==> config.mk <==
export PLATFORM = sky130hd
export DESIGN_NAME = mac_lanes_window
export DESIGN_NICKNAME = d
export VERILOG_FILES = /design/src/rtl/mac_lanes_window.sv
export SDC_FILE = /design/constraint.sdc
export NUM_CORES = 2
export LEC_CHECK = 0
export CAP_MARGIN = 10
export CORE_MARGIN = 5
export CORE_UTILIZATION = 65
export DETAILED_ROUTE_END_ITERATION = 8
export PLACE_DENSITY_LB_ADDON = 0.12
export SKIP_LAST_GASP = 1
export SLEW_MARGIN = 5
export SYNTH_ARGS = -nofsm -noshare
export SYNTH_HDL_FRONTEND = slang
export SYNTH_SLANG_ARGS = --single-unit
==> constraint.sdc <==
create_clock -name clk_i -period 9.2 [get_ports clk_i]
set_input_delay 0.92 -clock clk_i [delete_from_list [all_inputs] [get_ports clk_i]]
set_output_delay 0.92 -clock clk_i [all_outputs]
set_load 0.05 [all_outputs]
==> src/rtl/mac_lanes_window.sv <==
// Multi-lane fixed-point multiply-accumulate with optional windowed output.
// Each accepted beat adds the sum of lanes_p signed a*b products into a signed
// accumulator. A result leaves through a registered valid/ready port, either
// every beat (window_p == 0) or once every window_p beats. Overflow wraps or
// saturates, and a sticky flag marks every result whose window overflowed.
module mac_lanes_window #(
  parameter int int_in_p   = 8,
  parameter int frac_in_p  = 8,
  parameter int int_out_p  = 16,
  parameter int frac_out_p = 16,
  parameter int lanes_p    = 2,
  parameter int window_p   = 4,
  parameter int saturate_p = 1
) (
  input  logic                                           clk_i,
  input  logic                                           reset_ni,
  input  logic [lanes_p*(int_in_p+frac_in_p)-1:0]        a_i,
  input  logic [lanes_p*(int_in_p+frac_in_p)-1:0]        b_i,
  input  logic                                           clear_i,
  input  logic                                           valid_i,
  output logic                                           ready_o,
  output logic                                           valid_o,
  output logic [int_out_p+frac_out_p-1:0]                data_o,
  output logic                                           sat_o,
  input  logic                                           ready_i
);

  localparam int W_IN   = int_in_p + frac_in_p;
  localparam int W_OUT  = int_out_p + frac_out_p;
  localparam int W_PROD = 2 * W_IN;
  // One guard bit for the accumulator add plus headroom for the lane sum.
  localparam int W_SUM  = W_OUT + $clog2(lanes_p) + 1;
  // A running accumulator never counts beats; keep a 1-bit counter so the
  // declaration stays legal.
  localparam int CNT_W  = (window_p > 0) ? $clog2(window_p + 1) : 1;
  localparam int LAST_I = (window_p > 0) ? window_p - 1 : 0;
  localparam logic [CNT_W-1:0] LAST_CNT = LAST_I[CNT_W-1:0];

  localparam logic signed [W_OUT-1:0] MAX_V = {1'b0, {(W_OUT-1){1'b1}}};
  localparam logic signed [W_OUT-1:0] MIN_V = {1'b1, {(W_OUT-1){1'b0}}};

  logic signed [W_OUT-1:0]  acc;
  logic [CNT_W-1:0]         beat_cnt;
  logic                     ovf_flag;

  logic signed [W_IN-1:0]   a_lane;
  logic signed [W_IN-1:0]   b_lane;
  logic signed [W_PROD-1:0] p_lane;
  logic signed [W_SUM-1:0]  prod_sum;
  logic signed [W_OUT-1:0]  base;
  logic signed [W_SUM-1:0]  sum_full;
  logic [W_SUM-W_OUT:0]     sum_top;
  logic                     new_ovf;
  logic signed [W_OUT-1:0]  acc_nx;
  logic [CNT_W-1:0]         cnt_eff;
  logic                     flag_eff;
  logic                     emit_beat;
  logic                     accept;

  // Sum of sign-extended lane products for the current beat.
  always_comb begin
    prod_sum = '0;
    a_lane   = '0;
    b_lane   = '0;
    p_lane   = '0;
    for (int k = 0; k < lanes_p; k++) begin
      a_lane   = a_i[k*W_IN +: W_IN];
      b_lane   = b_i[k*W_IN +: W_IN];
      p_lane   = a_lane * b_lane;
      prod_sum = prod_sum + W_SUM'(p_lane);
    end
  end

  // Accumulate at full width, detect overflow of the output range and clip.
  always_comb begin
    base     = clear_i ? '0 : acc;
    sum_full = W_SUM'(base) + prod_sum;
    // In range exactly when every bit from the output sign bit upward agrees.
    sum_top  = sum_full[W_SUM-1:W_OUT-1];
    new_ovf  = (|sum_top) & ~(&sum_top);
    acc_nx   = sum_full[W_OUT-1:0];
    if (new_ovf && (saturate_p != 0)) begin
      acc_nx = sum_full[W_SUM-1] ? MIN_V : MAX_V;
    end
  end

  // A clear arriving with a beat makes that beat the first of a fresh window,
  // so both the window position and the sticky flag are taken as zero.
  always_comb begin
    cnt_eff   = clear_i ? '0 : beat_cnt;
    flag_eff  = clear_i ? 1'b0 : ovf_flag;
    emit_beat = (window_p == 0) ? 1'b1 : (cnt_eff == LAST_CNT);
    ready_o   = !valid_o || ready_i || !emit_beat;
    accept    = valid_i && ready_o;
  end

  // Accumulator, window position and sticky overflow flag.
  always_ff @(posedge clk_i or negedge reset_ni) begin
    if (!reset_ni) begin
      acc      <= '0;
      beat_cnt <= '0;
      ovf_flag <= 1'b0;
    end else if (accept) begin
      if (emit_beat) begin
        acc      <= (window_p == 0) ? acc_nx : '0;
        beat_cnt <= '0;
        ovf_flag <= 1'b0;
      end else begin
        acc      <= acc_nx;
        beat_cnt <= cnt_eff + CNT_W'(1);
        ovf_flag <= flag_eff | new_ovf;
      end
    end else if (clear_i) begin
      acc      <= '0;
      beat_cnt <= '0;
      ovf_flag <= 1'b0;
    end
  end

  // Registered result port; data_o keeps its last value once consumed.
  always_ff @(posedge clk_i or negedge reset_ni) begin
    if (!reset_ni) begin
      valid_o <= 1'b0;
      data_o  <= '0;
      sat_o   <= 1'b0;
    end else if (accept && emit_beat) begin
      valid_o <= 1'b1;
      data_o  <= acc_nx;
      sat_o   <= flag_eff | new_ovf;
    end else if (valid_o && ready_i) begin
      valid_o <= 1'b0;
    end
  end

endmodule

==> impl_metrics.yaml <==
logic_synthesis:
  yosys_warnings: 0
  synth_top_cells_by_count: "inv_1 (671), fa_1 (648), and2_1 (262), nand2_1 (259), ha_1 (139)"
  avgSynthCellArea_um2: 9.81
  synth_edf_count: 0
  post_synth_inst_count: 2493
  post_synth_instance_area_mm2: 0.0245
  ys_types: 58
  yosys-top-cells-area: "fa_1 (53%), inv_1 (10%), dfrtp_1 (7.2%), ha_1 (7.1%), and2_1 (6.7%)"
  post-synth-top-count-cell: "inv_1"
  postSynthRegisterBits: 70
  async_flop_share_pct: 100
  synth_nets: 3349
  netlist.area_leader.share_pct: 53.0
  synth_area_leader_cell: "fa_1"
  synth_top_flop_cell: "dfrtp_1"
  synth-seq-area-share_pct: 7.16
placement:
  place_ws_ps: -292
  post_dp_cell_area_mm2: 0.0275
  io_buffer_count: 103
  hpwlAfterDp_um: 53300
  place.detailed.instances: 3211
  gp_routability_congestion: 0.917
grt:
  grt_pass1_vias: 19800
  grt_antenna_before_repair: 1
  first_pass_grt_wire_length_um: 99400
  global_route.overflow_total: 0
  groute.usage.overall_pct: 30.1
  grt_max_degree: 71
cells_and_area:
  fin_area_mm2: 0.0279
  area_delta_synth_final_pct: 14.0
  drive_gt1_share_pct: 8.57
  final_cell_count_no_fill: 3231
  nNetsFinal: 3570
run:
  timing.max_cap.violations: 0
die:
  chipWidth_um: 204
  design.core.area_mm2: 0.0374
  placementRows: 71
  die_y_um: 204
  starting_density_of_the_core_pct: 65.4
  dieArea_mm2: 0.0416
  io_pins: 104
timing:
  finClkSkew_ps: 3.27
  period_share_pct: 97.1
  final.min_clock_period_ps: 8930
  worst-slew-pin-transition_ps: 926
  setup_violations: 0
  fmaxAchievable_mhz: 112
  timing.final.hold_violations: 0
  slew_headroom_pct: 38.1
  post-route-worst-setup-slack_ps: 267
  timing_max_transition_violations_final: 0
  hold_slack_ps: 475
setup_path:
  cp-end-kind: "flop"
  cp.required_ps: 9410
  critical_path.slowest_cell: "fa_1"
  timing.critical_path.mode_cell: "fa_1"
  crit_arrival_ps: 9140
  nature_of_the_critical_path_startpoint: "input port"
  worstPathMaxFanout: 22
  worst-setup-path-type: "input port to flop"
  cp_slowest_stage_delay_ps: 550
clock_network:
  cts_tree: "done"
  cts-htree-levels: 3
  hold_bufs_inserted_after_cts: 0
  root_buffer: "clkbuf_16"
  clkSlewWorstSetupHoldPaths_ps: 50
  cts_buffer_depth: 2
  cts-buffers-inserted: 9
  worst_skew_pair.late_latency_ps: 320
  cts_sink_count: 70
route:
  drt_pre_antenna_iters: 7
  routed-via-count: 17500
  starting_drc_count_in_detailed_routing: 967
  viasPerCell: 5.42
  routed_wirelength_um: 59100
  final_antenna_net_count: 0
  drc: 0
  route.detailed.wl_per_inst_um: 18.3
worst_hold_path:
  worstHoldPathType: "flop to flop"
outcome:
  outcome: "finished, final reports clean"
==> metrics by stage <==
stage               util, %  TNS, ps
floorplan                 -        0
global placement       73.5    -2850
detailed placement     73.5   -10280
CTS                    74.3        0
global route           74.5   -0.221
finish                 74.5        0
==> repair_timing <==
item	4_1_cts	5_1_grt
gates resized for setup	0	12
setup endpoints to repair	0	51
setup buffers	0	2
==> area by class of cell <==
cell class	count	area (um2)
sequential	70	1750
clock buffer	12	256
timing repair buffer	304	2830
antenna	1	2.50
inverter	671	2520
multi-input combinational	1658	19800
tap	511	639
fill	2678	9530
clock inverter	4	45.0
==> placed cells by master (no fill, tap or decap), types with 3 or more instances in the layout <==
cell / n
o21bai_1: 26
a211o_1: 3
and2_1: 262
xor2_1: 10
inv_1: 670
a211oi_1: 6
dfrtp_1: 70
o211ai_1: 8
clkbuf_16: 9
and4_1: 3
nand2b_1: 11
nand3_1: 14
a221o_1: 25
clkdlybuf4s50_1: 98
o31ai_1: 3
nor2b_1: 48
xnor2_1: 29
fa_1: 647
and3_1: 3
a21oi_1: 21
nor3_1: 3
a21o_1: 13
buf_4: 176
a22o_1: 24
or3_1: 5
nand2_1: 259
ha_1: 139
a31oi_1: 12
o21ai_0: 12
buf_6: 3
clkinv_2: 3
nor2_1: 38
buf_12: 22
dlymetal6s2s_1: 4
nand4_1: 3
==> flip-flops by register name, indices dropped and copies added, names as in the netlist <==
signal and count:
acc 32, ovf_flag 1, beat_cnt 3, data_o 32, valid_o 1, sat_o 1
==> worst paths after layout <==
check                      cells after the start                    from  slack (ps)                      to
min reg2reg                                    2  data_o[31]$_DFFE_PN0P_         470  data_o[31]$_DFFE_PN0P_
max                                           32                  b_i[1]         270        acc[4]$_DFF_PN0_
max reg2reg                                   30       acc[12]$_DFF_PN0_        1210        acc[4]$_DFF_PN0_
min                                            2  data_o[31]$_DFFE_PN0P_         470  data_o[31]$_DFFE_PN0P_
max in group asynchronous                      2                reset_ni        7840        acc[3]$_DFF_PN0_
min in group asynchronous                      2                reset_ni         790  data_o[24]$_DFFE_PN0P_
==> worst max-delay path, delay by kind of cell <==
family	cells	cell delay [ps]
adder cells (fa/ha/maj)	9	4330
buffers and inverters	14	1940
AO/OA/AOI/OAI	6	1270
AND/OR/NAND/NOR	3	670
==> layer usage <==
metal,part of all wire (%),routed length (um),vias to the layer above,track usage [%]
met5,0,0,-,0
met4,4.5,2670,0,11.1
met3,5.1,2990,140,3.70
met2,53,31600,560,54.0
met1,37,21800,9112,38.0
li1,-,-,7687,-
==> logic make-up after synthesis <==
| group | Yosys count | share of synthesized area (%) |
|---|---|---|
| muxes | 3 | 0.133 |
| xor gates and xnor gates | 39 | 1.40 |
| AOI/OAI and AO/OA | 173 | 5.53 |
| adders and majority gates | 787 | 60.2 |
| and+or+nand+nor | 655 | 13.7 |
| buffers and inverters | 766 | 11.9 |
| DFF | 70 | 7.16 |
Power is not shown: default switching activity piles up to over one toggle a cycle in this logic, so the estimate is an artifact.
